<file path="src/rtl/exception_ctrl.sv">
// Exception/interrupt sequencer for a multicycle core: detects undef/ovf/irq,
// saves the return address through r26, redirects the PC and tracks handler mode.
module exception_ctrl (
  input  logic        clk,
  input  logic        reset,
  input  logic [2:0]  stage_i,
  input  logic        instr_done_i,
  input  logic        undef_i,
  input  logic        ovf_i,
  input  logic        eret_i,
  input  logic        irq_i,
  input  logic [31:0] pc_i,
  input  logic [31:0] npc_i,
  output logic        flush_o,
  output logic        ErrorTargetWrite,
  output logic [4:0]  ErrorTarget_o,
  output logic [31:0] epc_o,
  output logic        pc_write_o,
  output logic [31:0] pc_next_o,
  output logic [1:0]  cause_o,
  output logic        kernel_o,
  output logic        nested_err_o
);

  localparam logic [2:0]  STAGE_ID  = 3'd1;
  localparam logic [2:0]  STAGE_EX  = 3'd2;
  localparam logic [4:0]  ERR_REG   = 5'd26;
  localparam logic [31:0] VEC_IRQ   = 32'h8000_0004;
  localparam logic [31:0] VEC_EXC   = 32'h8000_0008;
  localparam logic [1:0]  C_NONE    = 2'd0;
  localparam logic [1:0]  C_IRQ     = 2'd1;
  localparam logic [1:0]  C_UNDEF   = 2'd2;
  localparam logic [1:0]  C_OVF     = 2'd3;

  typedef enum logic [1:0] {RUN, SAVE, JUMP, KERNEL} state_t;

  state_t      state_q, state_d;
  logic        sync1_q, irq_pend_q;
  logic [31:0] epc_q, epc_d;
  logic [1:0]  cause_q, cause_d;
  logic        kernel_q, kernel_d;
  logic        nested_q, nested_d;
  logic        armed_q, armed_d;

  logic ev_undef, ev_ovf, ev_irq;

  assign ev_undef = (stage_i == STAGE_ID) && undef_i;
  assign ev_ovf   = (stage_i == STAGE_EX) && ovf_i;
  assign ev_irq   = instr_done_i && irq_pend_q;

  // Two-flop level synchronizer for the asynchronous interrupt line
  always_ff @(posedge clk or posedge reset) begin
    if (reset) begin
      sync1_q    <= 1'b0;
      irq_pend_q <= 1'b0;
    end else begin
      sync1_q    <= irq_i;
      irq_pend_q <= sync1_q;
    end
  end

  always_ff @(posedge clk or posedge reset) begin
    if (reset) begin
      state_q  <= RUN;
      epc_q    <= 32'd0;
      cause_q  <= C_NONE;
      kernel_q <= 1'b0;
      nested_q <= 1'b0;
      armed_q  <= 1'b0;
    end else begin
      state_q  <= state_d;
      epc_q    <= epc_d;
      cause_q  <= cause_d;
      kernel_q <= kernel_d;
      nested_q <= nested_d;
      armed_q  <= armed_d;
    end
  end

  always_comb begin
    state_d          = state_q;
    epc_d            = epc_q;
    cause_d          = cause_q;
    kernel_d         = kernel_q;
    nested_d         = nested_q;
    armed_d          = armed_q;
    flush_o          = 1'b0;
    ErrorTargetWrite = 1'b0;
    pc_write_o       = 1'b0;
    pc_next_o        = 32'd0;
    case (state_q)
      RUN: begin
        // Faults skip the offending instruction; irq lets it retire
        if (ev_undef) begin
          flush_o = 1'b1;
          epc_d   = pc_i + 32'd4;
          cause_d = C_UNDEF;
          state_d = SAVE;
        end else if (ev_ovf) begin
          flush_o = 1'b1;
          epc_d   = pc_i + 32'd4;
          cause_d = C_OVF;
          state_d = SAVE;
        end else if (ev_irq) begin
          epc_d   = npc_i;
          cause_d = C_IRQ;
          state_d = SAVE;
        end
      end
      SAVE: begin
        ErrorTargetWrite = 1'b1;
        flush_o          = 1'b1;
        state_d          = JUMP;
      end
      JUMP: begin
        pc_write_o = 1'b1;
        pc_next_o  = (cause_q == C_IRQ) ? VEC_IRQ : VEC_EXC;
        flush_o    = 1'b1;
        kernel_d   = 1'b1;
        state_d    = KERNEL;
      end
      KERNEL: begin
        // Interrupts stay masked; faults only flag and flush
        if (ev_undef || ev_ovf) begin
          nested_d = 1'b1;
          flush_o  = 1'b1;
        end
        if (eret_i && (stage_i == STAGE_ID)) armed_d = 1'b1;
        if (armed_q && instr_done_i) begin
          armed_d  = 1'b0;
          kernel_d = 1'b0;
          cause_d  = C_NONE;
          state_d  = RUN;
        end
      end
      default: state_d = RUN;
    endcase
  end

  assign ErrorTarget_o = ERR_REG;
  assign epc_o         = epc_q;
  assign cause_o       = cause_q;
  assign kernel_o      = kernel_q;
  assign nested_err_o  = nested_q;

endmodule

</file>
<file path="config.mk">
export PLATFORM = sky130hd
export DESIGN_NAME = exception_ctrl
export DESIGN_NICKNAME = d
export VERILOG_FILES = /design/src/rtl/exception_ctrl.sv
export SDC_FILE = /design/constraint.sdc
export NUM_CORES = 1
export LEC_CHECK = 0
export CAP_MARGIN = 30
export CORE_MARGIN = 5
export CORE_UTILIZATION = 30
export CTS_CLUSTER_SIZE = 14
export DETAILED_ROUTE_END_ITERATION = 12
export PLACE_DENSITY_LB_ADDON = 0.12
export SYNTH_ARGS = -nofsm -noshare
export SYNTH_HDL_FRONTEND = slang
export SYNTH_SLANG_ARGS = --single-unit
export TNS_END_PERCENT = 20
</file>
<file path="constraint.sdc">
create_clock -name clk -period 1.7 [get_ports clk]
set_input_delay 0.425 -clock clk [delete_from_list [all_inputs] [get_ports clk]]
set_output_delay 0.425 -clock clk [all_outputs]
set_load 0.1 [all_outputs]
</file>
==> reports/metrics.cfg <==
[power_and_ir_drop]
power.leakage_uw = 0.00237
peakVddDrop_mv = 1.39
power.density_nw_per_um2 = 1920
total_power_uw = 10200

[final_layout]
layout.nets = 582
drive_gt1_frac = 0.344
areaGrowthSynthToFinish_pct = 90.8
post-route-util = 0.581
n_antenna_cell = 0

[floorplanning]
start_util = 0.305
dieArea_um2 = 11300
io_pins = 150
fp.dieH_um = 106
row_count = 35
die-width_um = 106
fp.coreArea_um2 = 9150

[grt]
grt_overflow = 0
grt_pass1_wl_um = 15100
antenna_found_initial = 0
grt_max_degree = 33
busiest_layer = met2
first_global_vias = 2959
met1_usage = 0.212
gr-usage-met3 = 0.0298
grtUsageMet2 = 0.296
grt_use_total = 0.168

[job]
drv_cap = 0

[route]
ant_nets = 0
route.detailed.drc = 0
dr.pass1.iters = 4
wl_um = 9660
routedWlPerCell_um = 15.7
drt_iter0_markers = 93
vias = 2892
vias_per_cell = 4.71

[placement]
place_ws_ps = -620
port_buffers = 115
gp_congestion = 0.859
post-dp-hpwl_um = 7590

[synth]
avgSynthCellArea_um2 = 8.79
synth_seq_cells = 41
synth_top_area_frac = 0.368
ys_top_cells_by_area = dfrtp_1, buf_4, xor2_1
async_flop_share = 1.00
yosys_warnings = 0
synth_cells = 317
synthesis.area_um2 = 2790
synthFlopType = dfrtp_1
synth_edf_count = 0
synth_top_area_cell = dfrtp_1
yosysUniqueCellTypes = 42
ys_seq_area_frac = 0.368

[timing]
period_share = 1.10
slew_viol_final = 0
rsz0062_at_grt = true
hold_violations = 0
setup_ws_ps = -167
setup_viol = 6
finClkSkew_ps = 6.25
fmax_ghz = 0.536
fin_crit_ps = 1870

[clocking]
clock_path_buffers = 2
root_buffer = clkbuf_8
clock_latency_ps = 290
holdBufCountCts = 0
clkTransAtPathRegs_ps = 90
cts_buffers = 5
clock_sinks = 41
ctsHtreeMaxLevel = 2
cts_tree = yes

[setup_path]
crit_path_cell_trace = inv_2 -> ha_4 -> inv_2 -> o21ai_4 -> buf_12
worst-setup-path-type = reg -> out
cp.required_ps = 1270
startpoint_type = register
cp.arrival_ps = 1440
critPathTopFamily = flip-flops
worst-path-buf-inv = 3
crit_top_cell = inv_2
cp_slowest_cell = dfrtp_1
cp-end-kind = output pin
critPathMaxStageDelay_ps = 390
crit_fanout = 4

[hold_path]
hold_path_class = reg -> reg

[outcome]
status = finished, violations left
violations = setup timing

synth_stat cells (3+ instances only):
cell      instances
dfrtp_1          41
buf_4            35
nand2_1          35
o21ai_0          31
xor2_1           19
nand4_1          15
a22oi_1          12
clkbuf_1         10
inv_1            10
mux2i_1          10
nor2_1            9
a21oi_1           8
nand3_1           8
nor3_1            8
xnor2_1           7
and3_1            6
ha_1              6
nor4_1            6
o21ai_1           6
o22ai_1           4
a21o_1            3
o211ai_1          3
final timing paths:
path / to / cells after the start / startpoint / slack [ps]
hold reg to reg: irq_pend_q$_DFF_PP0_ / 0 / sync1_q$_DFF_PP0_ / 360
max in group asynchronous: cause_o[0]$_DFFE_PP0P_ / 3 / reset / 970
setup reg to reg: state_q[0]$_DFFE_PP0P_ / 7 / state_q[0]$_DFFE_PP0P_ / 240
min in group asynchronous: epc_o[0]$_DFFE_PP0P_ / 3 / reset / 480
setup / recovery: flush_o / 5 / state_q[1]$_DFFE_PP0P_ / -170
hold / removal: irq_pend_q$_DFF_PP0_ / 0 / sync1_q$_DFF_PP0_ / 360
routing by layer:
metal  vias up  share of wire
met3         9          0.049
li1       1427              -
met2        90           0.53
met1      1366           0.41
met5         -              0
met4         0          0.011
per-stage QoR:
stage	cell area (µm²)	hold slack [ps]	cells	setup TNS, ps
detailed placement	4900	350	595	-20130
global placement	4900	337	595	-18630
finish	5320	365	614	-447
CTS	5160	371	611	-510
global route	5320	381	614	-1280
floorplan	2980	331	349	-1840
power breakdown:
part	internal [µW]	leakage [µW]	switching, µW
Sequential	1400	0.000501	476
Clock	478	0.0000574	378
Combinational	2680	0.00182	4820
Total	4560	0.00237	5680
registers in the layout, summed over array words and instances, names as in the netlist:
name / cells
armed_q: 1
nested_err_o: 1
kernel_o: 1
state_q: 2
epc_o: 32
cause_o: 2
irq_pend_q: 1
sync1_q: 1
worst reg2reg max path: cells and delay by family (launching register included):
family,cells,cell delay [ps]
adders and majority gates,1,170
DFF,1,420
AOI/OAI and AO/OA,3,310
buffers and inverters,3,490
cells by family (layout without fill, tap and decap cells):
kind of cell | count (synthesis) | after routing | share of synthesized area
AND/OR/NAND/NOR | 99 | 99 | 0.194
multiplexers | 10 | 10 | 0.0359
AO/OA/AOI/OAI | 76 | 76 | 0.166
adder cells (fa/ha/maj) | 6 | 6 | 0.0269
other | 2 | 34 | 0.00269
flip-flops | 41 | 41 | 0.368
XOR/XNOR | 26 | 26 | 0.0817
buffers and inverters | 57 | 211 | 0.125
area by class of cell:
cell class / instances / area (µm²)
Clock inverter: 2 / 37.5
Fill cell: 801 / 3830
Sequential cell: 41 / 1030
Clock buffer: 6 / 82.6
Inverter: 10 / 40.0
Multi-Input combinational cell: 251 / 1770
Tap cell: 111 / 139
Timing Repair Buffer: 193 / 2220
cell usage in the layout (no fill, tap or decap), types with 3 or more instances in the layout:
cell,instances
a21o_1,3
a21oi_1,7
a22oi_1,5
a22oi_2,7
and3_1,4
buf_12,45
buf_4,65
buf_6,8
clkbuf_8,6
clkdlybuf4s50_1,51
conb_1,34
dfrtp_1,39
dlygate4sd2_1,16
ha_4,4
inv_1,6
inv_2,3
mux2i_1,10
nand2_1,34
nand3_1,7
nand4_1,15
nor2_1,9
nor3_1,4
nor4_1,3
o211ai_1,3
o21ai_0,17
o21ai_1,17
o21ai_4,3
o22ai_1,4
xnor2_1,7
xor2_1,19
repair_timing:
| action | 4_1_cts | 5_1_grt |
|---|---|---|
| setup endpoints to repair | 39 | 31 |
| gates resized for setup | 42 | 39 |
| cloned | 0 | 1 |
| pin swaps | 11 | 10 |
| buffers inserted | 8 | 2 |
No activity file was read; power rests on OpenSTA's default activity.
